`config.mk`:
```
export PLATFORM = sky130hd
export DESIGN_NAME = rs_encoder_param
export DESIGN_NICKNAME = d
export VERILOG_FILES = /design/src/rtl/rs_encoder_param.sv
export SDC_FILE = /design/constraint.sdc
export NUM_CORES = 1
export LEC_CHECK = 0
export CAP_MARGIN = 25
export CORE_ASPECT_RATIO = 0.5
export CORE_UTILIZATION = 35
export CTS_BUF_LIST = sky130_fd_sc_hd__clkbuf_8
export DETAILED_ROUTE_END_ITERATION = 6
export GPL_TIMING_DRIVEN = 0
export HOLD_SLACK_MARGIN = 0.05
export RECOVER_POWER = 100
export SLEW_MARGIN = 10
export SYNTH_ARGS = -nofsm -noshare
export SYNTH_HDL_FRONTEND = slang
export SYNTH_SLANG_ARGS = --single-unit
```
`constraint.sdc`:
```
create_clock -name clk -period 4.68 [get_ports clk]
set_input_delay 0.702 -clock clk [delete_from_list [all_inputs] [get_ports clk]]
set_output_delay 0.702 -clock clk [all_outputs]
set_load 0.05 [all_outputs]
```
`src/rtl/rs_encoder_param.sv`:
```
`default_nettype none
// ============================================================================
// Module      : rs_encoder_param
// Description : Systematic Reed-Solomon encoder over GF(2^8) (poly 0x11D,
//               alpha = 0x02). It passes the message symbols through, then
//               appends N-K parity symbols. Valid/ready flow control is
//               supported on both the input and the output side.
// Revision    : 1.0 - initial release
// ============================================================================
module rs_encoder_param #(
    parameter int N   = 255,
    parameter int K   = 239,
    parameter int FCR = 0
) (
    input  logic       clk,
    input  logic       rst_n,
    input  logic       in_valid,
    output logic       in_ready,
    input  logic [7:0] in_data,
    output logic       out_valid,
    input  logic       out_ready,
    output logic [7:0] out_data,
    output logic       out_parity,
    output logic       out_last
);

    localparam int         NPAR     = N - K;
    localparam logic [7:0] MSG_LAST = 8'(K - 1);
    localparam logic [7:0] PAR_LAST = 8'(NPAR - 1);

    // GF(2^8) multiply, shift-and-add with reduction by x^8+x^4+x^3+x^2+1
    function automatic logic [7:0] gf_mul(input logic [7:0] a, input logic [7:0] b);
        logic [7:0] acc;
        logic [7:0] x;
        acc = 8'h00;
        x   = a;
        for (int i = 0; i < 8; i++) begin
            if (b[i]) acc = acc ^ x;
            x = {x[6:0], 1'b0} ^ (x[7] ? 8'h1D : 8'h00);
        end
        return acc;
    endfunction

    // Generator g(x) = prod (x + alpha^(FCR+i)); byte d holds the coefficient of x^d
    function automatic logic [8*NPAR+7:0] gen_poly();
        logic [8*NPAR+7:0] g;
        logic [7:0]        root;
        int                e;
        g      = '0;
        g[7:0] = 8'h01;
        for (int i = 0; i < NPAR; i++) begin
            e    = (FCR + i) % 255;
            root = 8'h01;
            for (int k = 0; k < e; k++) root = gf_mul(root, 8'h02);
            for (int d = i + 1; d >= 1; d--)
                g[8*d +: 8] = g[8*(d-1) +: 8] ^ gf_mul(g[8*d +: 8], root);
            g[7:0] = gf_mul(g[7:0], root);
        end
        return g;
    endfunction

    localparam logic [8*NPAR+7:0] GEN = gen_poly();

    typedef enum logic [0:0] {
        ST_MSG = 1'b0,
        ST_PAR = 1'b1
    } state_t;

    state_t     state;
    state_t     state_nxt;
    logic       adv;
    logic [7:0] fb;
    logic [7:0] cnt;
    logic [7:0] r     [NPAR];
    logic [7:0] r_nxt [NPAR];

    assign adv = !out_valid || out_ready;
    assign fb  = in_data ^ r[NPAR-1];

    // LFSR next value: division step while in MSG, plain zero-fill shift in PAR
    generate
        for (genvar j = 0; j < NPAR; j++) begin : g_lfsr
            logic [7:0] prev;
            if (j == 0) begin : g_first
                assign prev = 8'h00;
            end else begin : g_rest
                assign prev = r[j-1];
            end
            assign r_nxt[j] = (state == ST_MSG) ? (prev ^ gf_mul(fb, GEN[8*j +: 8])) : prev;
        end
    endgenerate

    // State register
    always_ff @(posedge clk or negedge rst_n) begin
        if (!rst_n) state <= ST_MSG;
        else        state <= state_nxt;
    end

    // Next-state and input-ready decode; in_ready held low while in reset
    always_comb begin
        state_nxt = state;
        in_ready  = 1'b0;
        case (state)
            ST_MSG: begin
                in_ready = rst_n && adv;
                if (in_valid && in_ready && (cnt == MSG_LAST)) state_nxt = ST_PAR;
            end
            ST_PAR: begin
                if (adv && (cnt == PAR_LAST)) state_nxt = ST_MSG;
            end
            default: state_nxt = ST_MSG;
        endcase
    end

    // Output register, LFSR and symbol counter; all frozen while the output stalls
    always_ff @(posedge clk or negedge rst_n) begin
        if (!rst_n) begin
            out_valid  <= 1'b0;
            out_data   <= 8'h00;
            out_parity <= 1'b0;
            out_last   <= 1'b0;
            cnt        <= 8'h00;
            for (int j = 0; j < NPAR; j++) r[j] <= 8'h00;
        end else if (adv) begin
            if (state == ST_MSG) begin
                if (in_valid) begin
                    out_data   <= in_data;
                    out_valid  <= 1'b1;
                    out_parity <= 1'b0;
                    out_last   <= 1'b0;
                    for (int j = 0; j < NPAR; j++) r[j] <= r_nxt[j];
                    cnt <= (cnt == MSG_LAST) ? 8'h00 : cnt + 8'd1;
                end else begin
                    out_valid <= 1'b0;
                end
            end else begin
                out_data   <= r[NPAR-1];
                out_parity <= 1'b1;
                out_valid  <= 1'b1;
                out_last   <= (cnt == PAR_LAST);
                for (int j = 0; j < NPAR; j++) r[j] <= r_nxt[j];
                cnt <= (cnt == PAR_LAST) ? 8'h00 : cnt + 8'd1;
            end
        end
    end

endmodule
`default_nettype wire

```
# Word-level counts from Yosys, hierarchy flattened
# Cells that the tools add are included.
# word_totals
reg_bits,148
inputBits,12
output_inout_bits,12
elab_cells,128
# op_classes
addsub,1
eq_ne,2
mux,40
n_bitwise,55
reduce_logical,8
# op_table
op,count
$xor 8x8->8,50
$mux 128,2
$mux 8,22
$mux 5,7
$xor 8x5->8,4
$add 8x1->8 const B,1
$eq 8x4->1 const B,1
$eq 8x8->1 const B,1
$mux 1,8
$logic_and 1x1->1,4
$pmux 1 s2,1
$reduce_and 2->1,1
$reduce_bool 2->1,1
$logic_not 1->1,1
$logic_or 1x1->1,1
$not 1->1,1

# Logic depth before layout (Yosys ltp)
# Gate-level depths: netlist (run 1).
# logic_depth
word_depth,20
depth_mapped,8
mapped_depth_nobuf,7

# Worst setup path before layout (run 1)
# OpenSTA, ideal clock, no wires.
# synth_path
path_kind,input to register
from,input port in_data[6]
to,"register r, in the netlist g_lfsr[13].prev[4]"
setup_ns,0.124
t_arrival_ns,2.443
required_ns,4.556
path_slack_ns,2.113
stages,7
path_buffers,1
cell_sequence,xnor2_2 -> buf_4 -> xnor3_2 -> xnor2_2 -> xnor2_1 -> o21a_1 -> o31a_1
# synth_between
elab_chain_cells,15
elab_cells_between_ends,20
classes_between,mux (6); bitwise (14)
# synth_rtl
item,line_no,rtl
from (decl),19,"input logic [7:0] in_data,"
$xor 8x8->8 (*),78,assign fb = in_data ^ r[NPAR-1];
$xor 8x5->8 (*),39,"x = {x[6:0], 1'b0} ^ (x[7] ? 8'h1D : 8'h00);"
$mux 5 (*),39,
$xor 8x8->8 (*),39,
$xor 8x5->8,39,
$xor 8x8->8,39,
$xor 8x5->8,39,
$mux 5 / $xor 8x8->8 (equally long branches),-,
$xor 8x8->8 / $mux 5 (equally long branches),-,
$xor 8x5->8,39,
$xor 8x8->8 (*),38,if (b[i]) acc = acc ^ x;
$xor 8x8->8 (*),89,"assign r_nxt[j] = (state == ST_MSG) ? (prev ^ gf_mul(fb, GEN[8*j +: 8])) : prev;"
$mux 8 (*),89,
$mux 128,126,if (in_valid) begin
$mux 128 (*),125,if (state == ST_MSG) begin
to (decl),74,logic [7:0] r [NPAR];
# Every way passes the cells marked *; elsewhere a longest branch is shown, timed or not. The select of a mux whose other input is x is not followed.
# A chain may end at the register's enable or synchronous reset.

# Worst setup path after layout (run 1)
# layout_path
from,input port in_data[0]
to,"register r, in the netlist g_lfsr[5].prev[6]"
# layout_between
elab_chain_cells,13
# layout_rtl
item,line_no
$xor 8x8->8 (*),78
$xor 8x5->8 (*),39
$xor 8x8->8 (*),39
$xor 8x5->8 (*),39
$xor 8x8->8 (*),39
$xor 8x5->8 (*),39
$xor 8x8->8 (*),-
$xor 8x8->8 (*) (2 in a row),38
$xor 8x8->8 (*),89
$mux 8 (*),89
$mux 128,126
$mux 128 (*),125
# Marked as above.

==> results of run 1 <==
synthesized netlist by cell type, drive strengths merged:
master	instances	area share, %
o22ai	1	0.072
nor2	101	4.4
o21a	1	0.086
inv	4	0.17
xor2	18	2.1
nand3	3	0.17
nor2b	1	0.072
mux2i	8	0.92
a31oi	14	1.0
o31ai	1	0.086
o31a	4	0.40
mux2	1	0.13
o21ai	123	7.1
a21boi	3	0.26
buf	15	0.91
nand3b	1	0.086
ha	2	0.29
nand4	5	0.36
and4	1	0.10
a211o	1	0.10
a21o	2	0.17
dfrtp	148	43
nand2b	5	0.36
clkbuf	36	1.6
and3	2	0.14
and2	1	0.072
xnor3	23	6.1
nand2	142	6.1
a22o	1	0.10
nor3b	3	0.26
nor4	2	0.14
or3	16	1.2
a21oi	4	0.23
nor3	1	0.058
o211ai	5	0.43
xnor2	182	21
or4	5	0.43
per-stage QoR:
stage | area [sq um] | std cells
2_1_floorplan | 8680 | 886
3_3_place_gp | 9330 | 1245
3_5_place_dp | 9370 | 1246
4_1_cts | 9780 | 1278
5_1_grt | 9730 | 1280
6_report | 9730 | 1280
kinds of logic (layout without fill, tap and decap cells):
logic type               count (synthesis)  after routing  share of synthesized area [%]
buffers and inverters                   55            113                           2.64
AND/OR/NAND/NOR                        289            289                           13.9
flip-flops                             148            148                           42.7
adder cells (fa/ha/maj)                  2              2                          0.288
AO/OA/AOI/OAI                          160            160                           10.0
XOR/XNOR                               223            223                           29.4
multiplexers                             9              9                           1.05
sequential cells by signal (all words and copies together) (netlist names):
| signal | count |
|---|---|
| g_lfsr.prev | 120 |
| out_last | 1 |
| cnt | 8 |
| r | 8 |
| out_valid | 1 |
| out_data | 8 |
| out_parity | 1 |
| state | 1 |
final cells by class:
| class | instances | area share, % |
|---|---|---|
| Timing Repair Buffer | 26 | 2.91 |
| Clock inverter | 14 | 1.68 |
| Sequential cell | 148 | 38.1 |
| Inverter | 4 | 0.154 |
| Clock buffer | 18 | 2.55 |
| Multi-Input combinational cell | 683 | 48.1 |
| Tap cell | 336 | 4.32 |
| Buffer | 51 | 2.20 |
critical path: stages:
cell           delay (ns)
dlygate4sd3_1        0.58
xnor2_1              1.16
xnor2_1              0.84
xnor3_1              0.71
xnor2_1              0.16
or3_1                0.34
a31oi_1              0.18
final timing paths:
path,end,slack (ns),depth (start not counted)
setup / recovery,g_lfsr[5].prev[6],0.40,7
hold / removal,g_lfsr[11].prev[3],0.16,1
setup reg to reg,g_lfsr[5].prev[6],0.79,6
hold reg to reg,out_last,0.48,1
max in group asynchronous,cnt[0],3.70,2
min in group clk,out_last,0.48,1
layer usage:
metal | vias up | wire length [um] | global-route usage [%]
li1 | 3011 | - | -
met2 | 269 | 11200 | 31.8
met4 | 0 | 570 | 6.89
met3 | 43 | 2060 | 5.13
met5 | - | 0 | 0
met1 | 3221 | 12100 | 30.6
==> out/qor.csv, run 1 <==
metric,value,unit
post-DP HPWL,18.3,mm
global route total overflow,0,
number of synthesized register bits,148,
"most common cell after layout, fill and taps aside",xnor2_1,
vias in the first global route,6348,
dpl ws,0.102,ns
critical path arrival,4.69,ns
initial core utilization,35.9,%
clk root buf,clkbuf_8,
pin count of the biggest net entering global routing,82,
global-route usage over all layers,21.4,%
diode count,0,
Post-Syn Area,0.00868,sq mm
Peak Freq,234,MHz
via count,6544,
worst setup path startpoint,in_data[0],
slew margin rel.,-6.11,%
DR iter-0 viols,627,
global-route wire length before repair,39.8,mm
Final Setup Violations,0,
post-layout util,40.2,%
vias per cell,5.11,
"Slew Viols, Final",19,
post-synthesis sequential area ratio,42.7,%
port buffer count,23,
crit path kind,in2reg,
Die Wd,225,um
Yosys cell types,46,
most frequent cells in the layout,"xnor2_1 (165), dfrtp_1 (148), nand2_1 (142), o21ai_0 (122), nor2_1 (101)",
Mean Syn Cell Area,9.80,sq um
status,"complete, but fails checks",
Site Rows,40,
Syn Nets,900,
Cells after Synth,886,
Clock transition at path regs,0.10,ns
area delta synth->final,12.0,%
Die H,113,um
Tmin final,4.28,ns
RSZ-0062 raised after global routing,no,
Post-CTS Hold Buffers,0,
Multi-input gate area,0.00468,sq mm
Final Hold Fails,0,
register area,0.00370,sq mm
Worst Path Required,5.09,ns
gp weighted congestion,0.958,
Fillers,2403,
core area,0.0242,sq mm
antenna violations before repair,0,
DRC Markers,0,
Startpoint Class,primary input,
Sink Count,148,
setup TNS,0,ns
crit-path max FO,9,
"Warnings, synthesis",0,
WHS,0.164,ns
worst-skew pair later-pin latency,0.48,ns
Setup Skew,0.0207,ns
Longest Clk Path Bufs,2,
drt wl/cell,20.2,um
final net count,945,
DRT antenna net count,0,
setup slack after layout,0.401,ns
max cap viols,2,
Tcrit/Tclk final,91.4,%
# IOs,24,
CP Capture Type,flop,
postcts setup bufs,0,
die area,0.0255,sq mm
FF-to-FF Start,r[0],
class of the worst hold path,in2async,
Num CTS Buffers,17,
share of layout cells above drive strength 1,6.89,%
drt total wl,25.9,mm
post-cts resize count,0,
TritonRoute pass-1 iters,6,
CTS tree,built,
H-tree level count,4,
violated checks,"max-capacitance violations, max-slew violations",
Worst-Margin Slew,1.58,ns
Power of run 1 is left out: the tool's default activity adds up to more than one toggle a clock period on the data nets, which glitch-free logic cannot reach.
==> run 2, diff against run 1 <==
--- a/config.mk
+++ b/config.mk
@@ -13,6 +13,7 @@
 export GPL_TIMING_DRIVEN = 0
 export HOLD_SLACK_MARGIN = 0.05
 export RECOVER_POWER = 100
+export SETUP_SLACK_MARGIN = 0.02
 export SLEW_MARGIN = 10
 export SYNTH_ARGS = -nofsm -noshare
 export SYNTH_HDL_FRONTEND = slang
==> results of run 2 <==
No change in the layout: final DEF, timing and power equal those of run 1.
Power of run 2 is left out for the same reason.
